`config.mk`:
```
export PLATFORM = sky130hd
export DESIGN_NAME = dvp_tx_raw
export DESIGN_NICKNAME = d
export VERILOG_FILES = /design/src/rtl/dvp_pkg.sv /design/src/rtl/dvp_tx_timing.sv /design/src/rtl/dvp_tx_raw.sv
export SDC_FILE = /design/constraint.sdc
export NUM_CORES = 1
export LEC_CHECK = 0
export ABC_CLOCK_PERIOD_IN_PS = 2200
export CAP_MARGIN = 20
export CORE_MARGIN = 3
export CORE_UTILIZATION = 57
export DETAILED_ROUTE_END_ITERATION = 8
export DONT_BUFFER_PORTS = 1
export PLACE_DENSITY = 0.75
export SYNTH_ARGS = -nofsm -noshare
export SYNTH_HDL_FRONTEND = slang
export SYNTH_SLANG_ARGS = --single-unit
export TNS_END_PERCENT = 1
```
`constraint.sdc`:
```
create_clock -name PCLK -period 2.2 [get_ports PCLK]
set_input_delay 0.33 -clock PCLK [delete_from_list [all_inputs] [get_ports PCLK]]
set_output_delay 0.33 -clock PCLK [all_outputs]
set_load 0.1 [all_outputs]
```
`src/rtl/dvp_pkg.sv`:
```
// dvp_pkg: shared types, default timing and sizing helpers for the DVP transmitter.
package dvp_pkg;

  typedef enum logic [2:0] {
    ST_IDLE,
    ST_VSYNC,
    ST_VBACK,
    ST_ACTIVE,
    ST_VFRONT
  } dvp_tx_state_t;

  localparam int DVP_H_ACTIVE_DEF    = 1280;
  localparam int DVP_H_BLANK_DEF     = 160;
  localparam int DVP_V_ACTIVE_DEF    = 720;
  localparam int DVP_VSYNC_LINES_DEF = 4;
  localparam int DVP_V_BACK_DEF      = 16;
  localparam int DVP_V_FRONT_DEF     = 4;

  function automatic int dvp_h_total(int ha, int hb);
    return ha + hb;
  endfunction

  function automatic int dvp_cnt_w(int mx);
    return (mx < 1) ? 1 : $clog2(mx + 1);
  endfunction

  function automatic int dvp_max4(int a, int b, int c, int d);
    int m;
    m = a;
    if (b > m) m = b;
    if (c > m) m = c;
    if (d > m) m = d;
    return m;
  endfunction

endpackage

```
`src/rtl/dvp_tx_timing.sv`:
```
// dvp_tx_timing: frame FSM, h/v counters and raw timing strobes.
// h/v counters are exported only when DVP_TX_PATTERN_EN is defined.
module dvp_tx_timing
  import dvp_pkg::*;
#(
  parameter int H_ACTIVE    = DVP_H_ACTIVE_DEF,
  parameter int H_BLANK     = DVP_H_BLANK_DEF,
  parameter int V_ACTIVE    = DVP_V_ACTIVE_DEF,
  parameter int VSYNC_LINES = DVP_VSYNC_LINES_DEF,
  parameter int V_BACK      = DVP_V_BACK_DEF,
  parameter int V_FRONT     = DVP_V_FRONT_DEF,
  localparam int H_TOTAL = dvp_h_total(H_ACTIVE, H_BLANK),
  localparam int HW = dvp_cnt_w(H_TOTAL - 1),
  localparam int VW = dvp_cnt_w(
    dvp_max4(VSYNC_LINES, V_BACK, V_ACTIVE, V_FRONT) - 1)
) (
  input  logic          PCLK,
  input  logic          Rst_n,
  input  logic          Enable,
`ifdef DVP_TX_PATTERN_EN
  output logic [HW-1:0] h_cnt_o,
  output logic [VW-1:0] v_cnt_o,
`endif
  output logic          active_o,
  output logic          vsync_o,
  output logic          line_end_o,
  output logic          frame_start_o,
  output logic          frame_end_o
);

  dvp_tx_state_t state_q;
  dvp_tx_state_t nxt;
  logic [HW-1:0] h_q;
  logic [VW-1:0] v_q;
  logic [VW-1:0] lines_m1;
  logic          line_end;
  logic          last_line;

  always_comb begin
    lines_m1 = '0;
    nxt      = state_q;
    unique case (state_q)
      ST_VSYNC: begin
        lines_m1 = VW'(VSYNC_LINES - 1);
        nxt      = ST_VBACK;
      end
      ST_VBACK: begin
        lines_m1 = VW'(V_BACK - 1);
        nxt      = ST_ACTIVE;
      end
      ST_ACTIVE: begin
        lines_m1 = VW'(V_ACTIVE - 1);
        nxt      = ST_VFRONT;
      end
      ST_VFRONT: begin
        lines_m1 = VW'(V_FRONT - 1);
        nxt      = Enable ? ST_VSYNC : ST_IDLE;
      end
      default: ;
    endcase
  end

  assign line_end  = (state_q != ST_IDLE) &&
                     (h_q == HW'(H_TOTAL - 1));
  assign last_line = line_end && (v_q == lines_m1);

  always_ff @(posedge PCLK or negedge Rst_n) begin
    if (!Rst_n) begin
      state_q <= ST_IDLE;
      h_q     <= '0;
      v_q     <= '0;
    end else begin
      unique case (state_q)
        ST_IDLE: begin
          h_q <= '0;
          v_q <= '0;
          if (Enable) state_q <= ST_VSYNC;
        end
        default: begin
          h_q <= line_end ? '0 : h_q + HW'(1);
          if (line_end)
            v_q <= last_line ? '0 : v_q + VW'(1);
          if (last_line) state_q <= nxt;
        end
      endcase
    end
  end

`ifdef DVP_TX_PATTERN_EN
  assign h_cnt_o = h_q;
  assign v_cnt_o = v_q;
`endif

  assign active_o      = (state_q == ST_ACTIVE) &&
                         (h_q < HW'(H_ACTIVE));
  assign vsync_o       = (state_q == ST_VSYNC);
  assign line_end_o    = line_end;
  assign frame_start_o = vsync_o && (h_q == '0) &&
                         (v_q == '0);
  assign frame_end_o   = (state_q == ST_VFRONT) &&
                         last_line;

endmodule

```
`src/rtl/dvp_tx_raw.sv`:
```
// dvp_tx_raw: valid/ready raw pixel stream to DVP Vsync/Href/Data.
// Define DVP_TX_PATTERN_EN to add the PatternSel test-pattern source.
module dvp_tx_raw
  import dvp_pkg::*;
#(
  parameter int H_ACTIVE    = DVP_H_ACTIVE_DEF,
  parameter int H_BLANK     = DVP_H_BLANK_DEF,
  parameter int V_ACTIVE    = DVP_V_ACTIVE_DEF,
  parameter int VSYNC_LINES = DVP_VSYNC_LINES_DEF,
  parameter int V_BACK      = DVP_V_BACK_DEF,
  parameter int V_FRONT     = DVP_V_FRONT_DEF
) (
  input  logic        PCLK,
  input  logic        Rst_n,
  input  logic        Enable,
`ifdef DVP_TX_PATTERN_EN
  input  logic        PatternSel,
`endif
  input  logic        PixValid,
  input  logic [7:0]  PixData,
  output logic        PixReady,
  output logic        Vsync,
  output logic        Href,
  output logic [7:0]  Data,
  output logic        FrameStart,
  output logic        Underflow,
  output logic [15:0] FrameCnt
);

  localparam int H_TOTAL = dvp_h_total(H_ACTIVE, H_BLANK);
  localparam int HW = dvp_cnt_w(H_TOTAL - 1);
  localparam int VW = dvp_cnt_w(
    dvp_max4(VSYNC_LINES, V_BACK, V_ACTIVE, V_FRONT) - 1);

  logic act, vs, fs, fe, le_unused;

  logic        vsync_q, vsync_d;
  logic        href_q, href_d;
  logic [7:0]  data_q, data_d;
  logic        fs_q, fs_d;
  logic        unf_q, unf_d;
  logic [15:0] fcnt_q, fcnt_d;
  logic        rdy;

`ifdef DVP_TX_PATTERN_EN
  logic [HW-1:0] h_cnt;
  logic [VW-1:0] v_cnt;
  logic [15:0]   psum;
  logic          pat_q, pat_d;
`endif

  dvp_tx_timing #(
    .H_ACTIVE    (H_ACTIVE),
    .H_BLANK     (H_BLANK),
    .V_ACTIVE    (V_ACTIVE),
    .VSYNC_LINES (VSYNC_LINES),
    .V_BACK      (V_BACK),
    .V_FRONT     (V_FRONT)
  ) u_timing (
    .PCLK          (PCLK),
    .Rst_n         (Rst_n),
    .Enable        (Enable),
`ifdef DVP_TX_PATTERN_EN
    .h_cnt_o       (h_cnt),
    .v_cnt_o       (v_cnt),
`endif
    .active_o      (act),
    .vsync_o       (vs),
    .line_end_o    (le_unused),
    .frame_start_o (fs),
    .frame_end_o   (fe)
  );

`ifdef DVP_TX_PATTERN_EN
  assign psum = 16'(h_cnt) + 16'(v_cnt);
  assign rdy  = act & ~pat_q;
`else
  assign rdy  = act;
`endif

  always_comb begin
    vsync_d = vs;
    href_d  = act;
    fs_d    = fs;
    data_d  = 8'h00;
    unf_d   = unf_q;
    fcnt_d  = fcnt_q;
    if (fe) fcnt_d = fcnt_q + 16'd1;
`ifdef DVP_TX_PATTERN_EN
    pat_d = fs ? PatternSel : pat_q;
    if (act && pat_q) data_d = psum[7:0];
`endif
    // missing pixels are zero-filled; line timing never stalls
    if (rdy) begin
      data_d = PixValid ? PixData : 8'h00;
      if (!PixValid) unf_d = 1'b1;
    end
  end

  always_ff @(posedge PCLK or negedge Rst_n) begin
    if (!Rst_n) begin
      vsync_q <= 1'b0;
      href_q  <= 1'b0;
      data_q  <= 8'h00;
      fs_q    <= 1'b0;
      unf_q   <= 1'b0;
      fcnt_q  <= 16'd0;
`ifdef DVP_TX_PATTERN_EN
      pat_q   <= 1'b0;
`endif
    end else begin
      vsync_q <= vsync_d;
      href_q  <= href_d;
      data_q  <= data_d;
      fs_q    <= fs_d;
      unf_q   <= unf_d;
      fcnt_q  <= fcnt_d;
`ifdef DVP_TX_PATTERN_EN
      pat_q   <= pat_d;
`endif
    end
  end

  assign PixReady   = rdy;
  assign Vsync      = vsync_q;
  assign Href       = href_q;
  assign Data       = data_q;
  assign FrameStart = fs_q;
  assign Underflow  = unf_q;
  assign FrameCnt   = fcnt_q;

  logic unused;
  assign unused = le_unused;

endmodule

```
==> metrics <==
Clock Tree Buf Depth 2; final wirelength between 5000 and 6000 um; Cell Count, Final, Fillers Out between 300 and 400; area grow syn2layout 20.5%; synthesized cell area between 0.002 and 0.003 mm^2; reg2reg path depth 7; Routed WL per cell ~16 um; grt ovf 0; Synth area leaders dfrtp_1, xor2_1, and3_1; number of cell rows 24; CP Data Arrival Time roughly 2.3 ns; post-synth top area share 0.494; Avg Inst Size Synth 10.2 um^2; Post-synth EDFFs 0; Final Hold Viols 0; Synth Instances around 260; largest net degree at the start of global routing 53; Multi-input gate area approximately 0.0013 mm^2; final net count approximately 320; post-detail-place hpwl 4070 um; vias in the first global route 1959; Yosys warnings 0; Worst Setup Path Type flop to flop; critical path endpoint category flop; Placed Instances approximately 350; Final Skew between 0.01 and 0.015 ns; post-route setup slack around 0.11 ns; total core area 0.00441 mm^2; WP buf/inv 1; FMAX about 480 MHz; layout cell share with drive strength beyond 1 0.252; kind of start point of the critical path flop; initial core utilization 0.596; Slowest-stage cell, CP dfrtp_1; Syn Nets 276; critical path depth 7; Diodes inserted 0; period utilization 0.950; Yosys top cell by area dfrtp_1; CTS clk-pin slew, worst paths 0.10 ns; All-Layer GR Usage 0.216; WHS Path Cells 1; Die Span Y between 70 and 80 um; Slew HR 0.402; Reg area ~0.0013 mm^2; Critical Path Fanout Max 6; 1st-iter DRT viols about 100; DRC errors left 0; Pins Over Slew Limit 0; Worst Tran Pin Value approximately 0.90 ns; crit-path max cell delay 0.41 ns; max-cap violations 0; power density cells between 600 and 700 mW/mm^2; first-pass GRT wire length approximately 9200 um; post-layout util 0.719; flip-flop and latch count after synthesis 52; Async S/R FF share, synth 1.00; routability cong. 0.822; Crit path required time about 2.4 ns; Setup Fix Bufs, Post-CTS 0; Root Driver clkbuf_8; Yosys cell types 48; die width approximately 74 um; crit path cell chain ha_2, nand4_2, buf_4, nor3_4, nand4_1, nor3_1, xor2_1; Max IR drop VDD around 0.42 mV; RSZ-0062 raised after global routing no; Vias 2105; Filler cells 326; ANT nets after route 0; ys flop type dfrtp_1; pre-CTS setup slack between 0.1 and 0.15 ns; total CTS buffers 5; insertion delay of the later-clocked pin in the worst-skew pair 0.30 ns; outcome finished clean; Design Power 2.04 mW; die area ~0.0055 mm^2; CTS Sinks 52; Vias/cell slightly below 6; CTS tree done; Seq/Total Area, Yosys 0.494; Top delay family on crit path simple AND/OR/NAND/NOR gates; Leak ~1.6 nW; buffers added on ports 0; # IOs between 40 and 50; HP Class primary input to flop; minimum clock period about 2.1 ns; 1st-pass router iterations 4; antenna violations before repair 0; # setup viols final 0; H-tree Lvls 2
[cells by family (layout without fill, tap and decap cells)]
| group | after synthesis | count (layout) | synth area share |
|---|---|---|---|
| mux | 4 | 4 | 0.0162 |
| fa+ha+maj | 5 | 5 | 0.0238 |
| flops | 52 | 52 | 0.494 |
| buf+inv | 17 | 64 | 0.0295 |
| compound gates | 21 | 21 | 0.0561 |
| simple gates | 133 | 133 | 0.290 |
| xor+xnor | 27 | 27 | 0.0898 |
[stage by stage]
| step | hold slack, ns | TNS, ns | area, um^2 |
|---|---|---|---|
| 2_1_floorplan | 0.0344 | -0.232 | 2640 |
| 3_3_place_gp | 0.0363 | 0 | 3010 |
| 3_5_place_dp | 0.0362 | 0 | 3010 |
| 4_1_cts | 0.166 | 0 | 3160 |
| 5_1_grt | 0.155 | 0 | 3170 |
| 6_report | 0.171 | 0 | 3170 |
[path summary, 6_finish.rpt]
check | startpoint | to | slack [ns]
max in group asynchronous | Rst_n | u_timing.v_q[0] | 1.44
worst max register to register | u_timing.h_q[0] | FrameCnt[11] | 0.11
min in group asynchronous | Rst_n | FrameCnt[3] | 0.54
worst max-delay path | u_timing.h_q[0] | FrameCnt[11] | 0.11
worst min register to register | FrameCnt[15] | FrameCnt[15] | 0.47
worst min-delay path | PixValid | Data[4] | 0.17
[state kept, by name (all words and copies together) (netlist names)]
register and flops:
Vsync 1, u_timing.state_q 3, Data 8, Underflow 1, Href 1, u_timing.h_q 11
u_timing.v_q 10, FrameStart 1, FrameCnt 16
[cells in the mapped netlist, types with 3 or more instances]
library cell / instances
nor4_2: 3
or3_1: 7
clkbuf_1: 5
nor4_1: 4
inv_1: 8
a21oi_1: 6
dfrtp_1: 52
nor3_1: 14
ha_1: 5
or2_2: 4
a31oi_1: 4
o21ai_0: 3
xnor2_1: 6
nand2_1: 23
nand4_1: 10
nand3_1: 16
nor2_1: 20
and3_1: 14
xor2_1: 21
[area by class of cell]
cell class / count / area share
Sequential cell: 52 / 0.410
Multi-Input combinational cell: 190 / 0.403
Timing Repair Buffer: 48 / 0.121
Clock buffer: 5 / 0.0217
Tap cell: 52 / 0.0205
Clock inverter: 3 / 0.0146
Inverter: 8 / 0.00947
[metal layers]
layer  wire [um]  GRT usage  share of wire
met5           0          0              0
met4          63     0.0664          0.011
met3         348     0.0527          0.060
met2        2790      0.330           0.48
met1        2560      0.306           0.44
[placed cells by master (no fill, tap or decap), drive strengths merged, types with 6 or more instances in the layout]
cell type  Yosys  layout
a21oi          6       6
and3          14      14
buf            4      47
dfrtp         52      52
inv            8       9
nand2         23      23
nand3         16      16
nand4         11      11
nor2          20      20
nor3          16      16
nor4           8       8
or3            9       9
xnor2          6       6
xor2          21      21
[where the power goes]
group          total, mW  switching, mW  internal [mW]
combinational      0.272          0.156          0.116
clock              0.659          0.314          0.345
sequential          1.11         0.0856           1.02
[what timing repair did]
action                                  4_1_cts  5_1_grt
endpoints found under the hold margin        52        0
hold buffers                                  2        0
endpoints found under the setup margin        0        7
resized for setup                             0        3
Note: power is estimated with default switching activity, not from simulation.
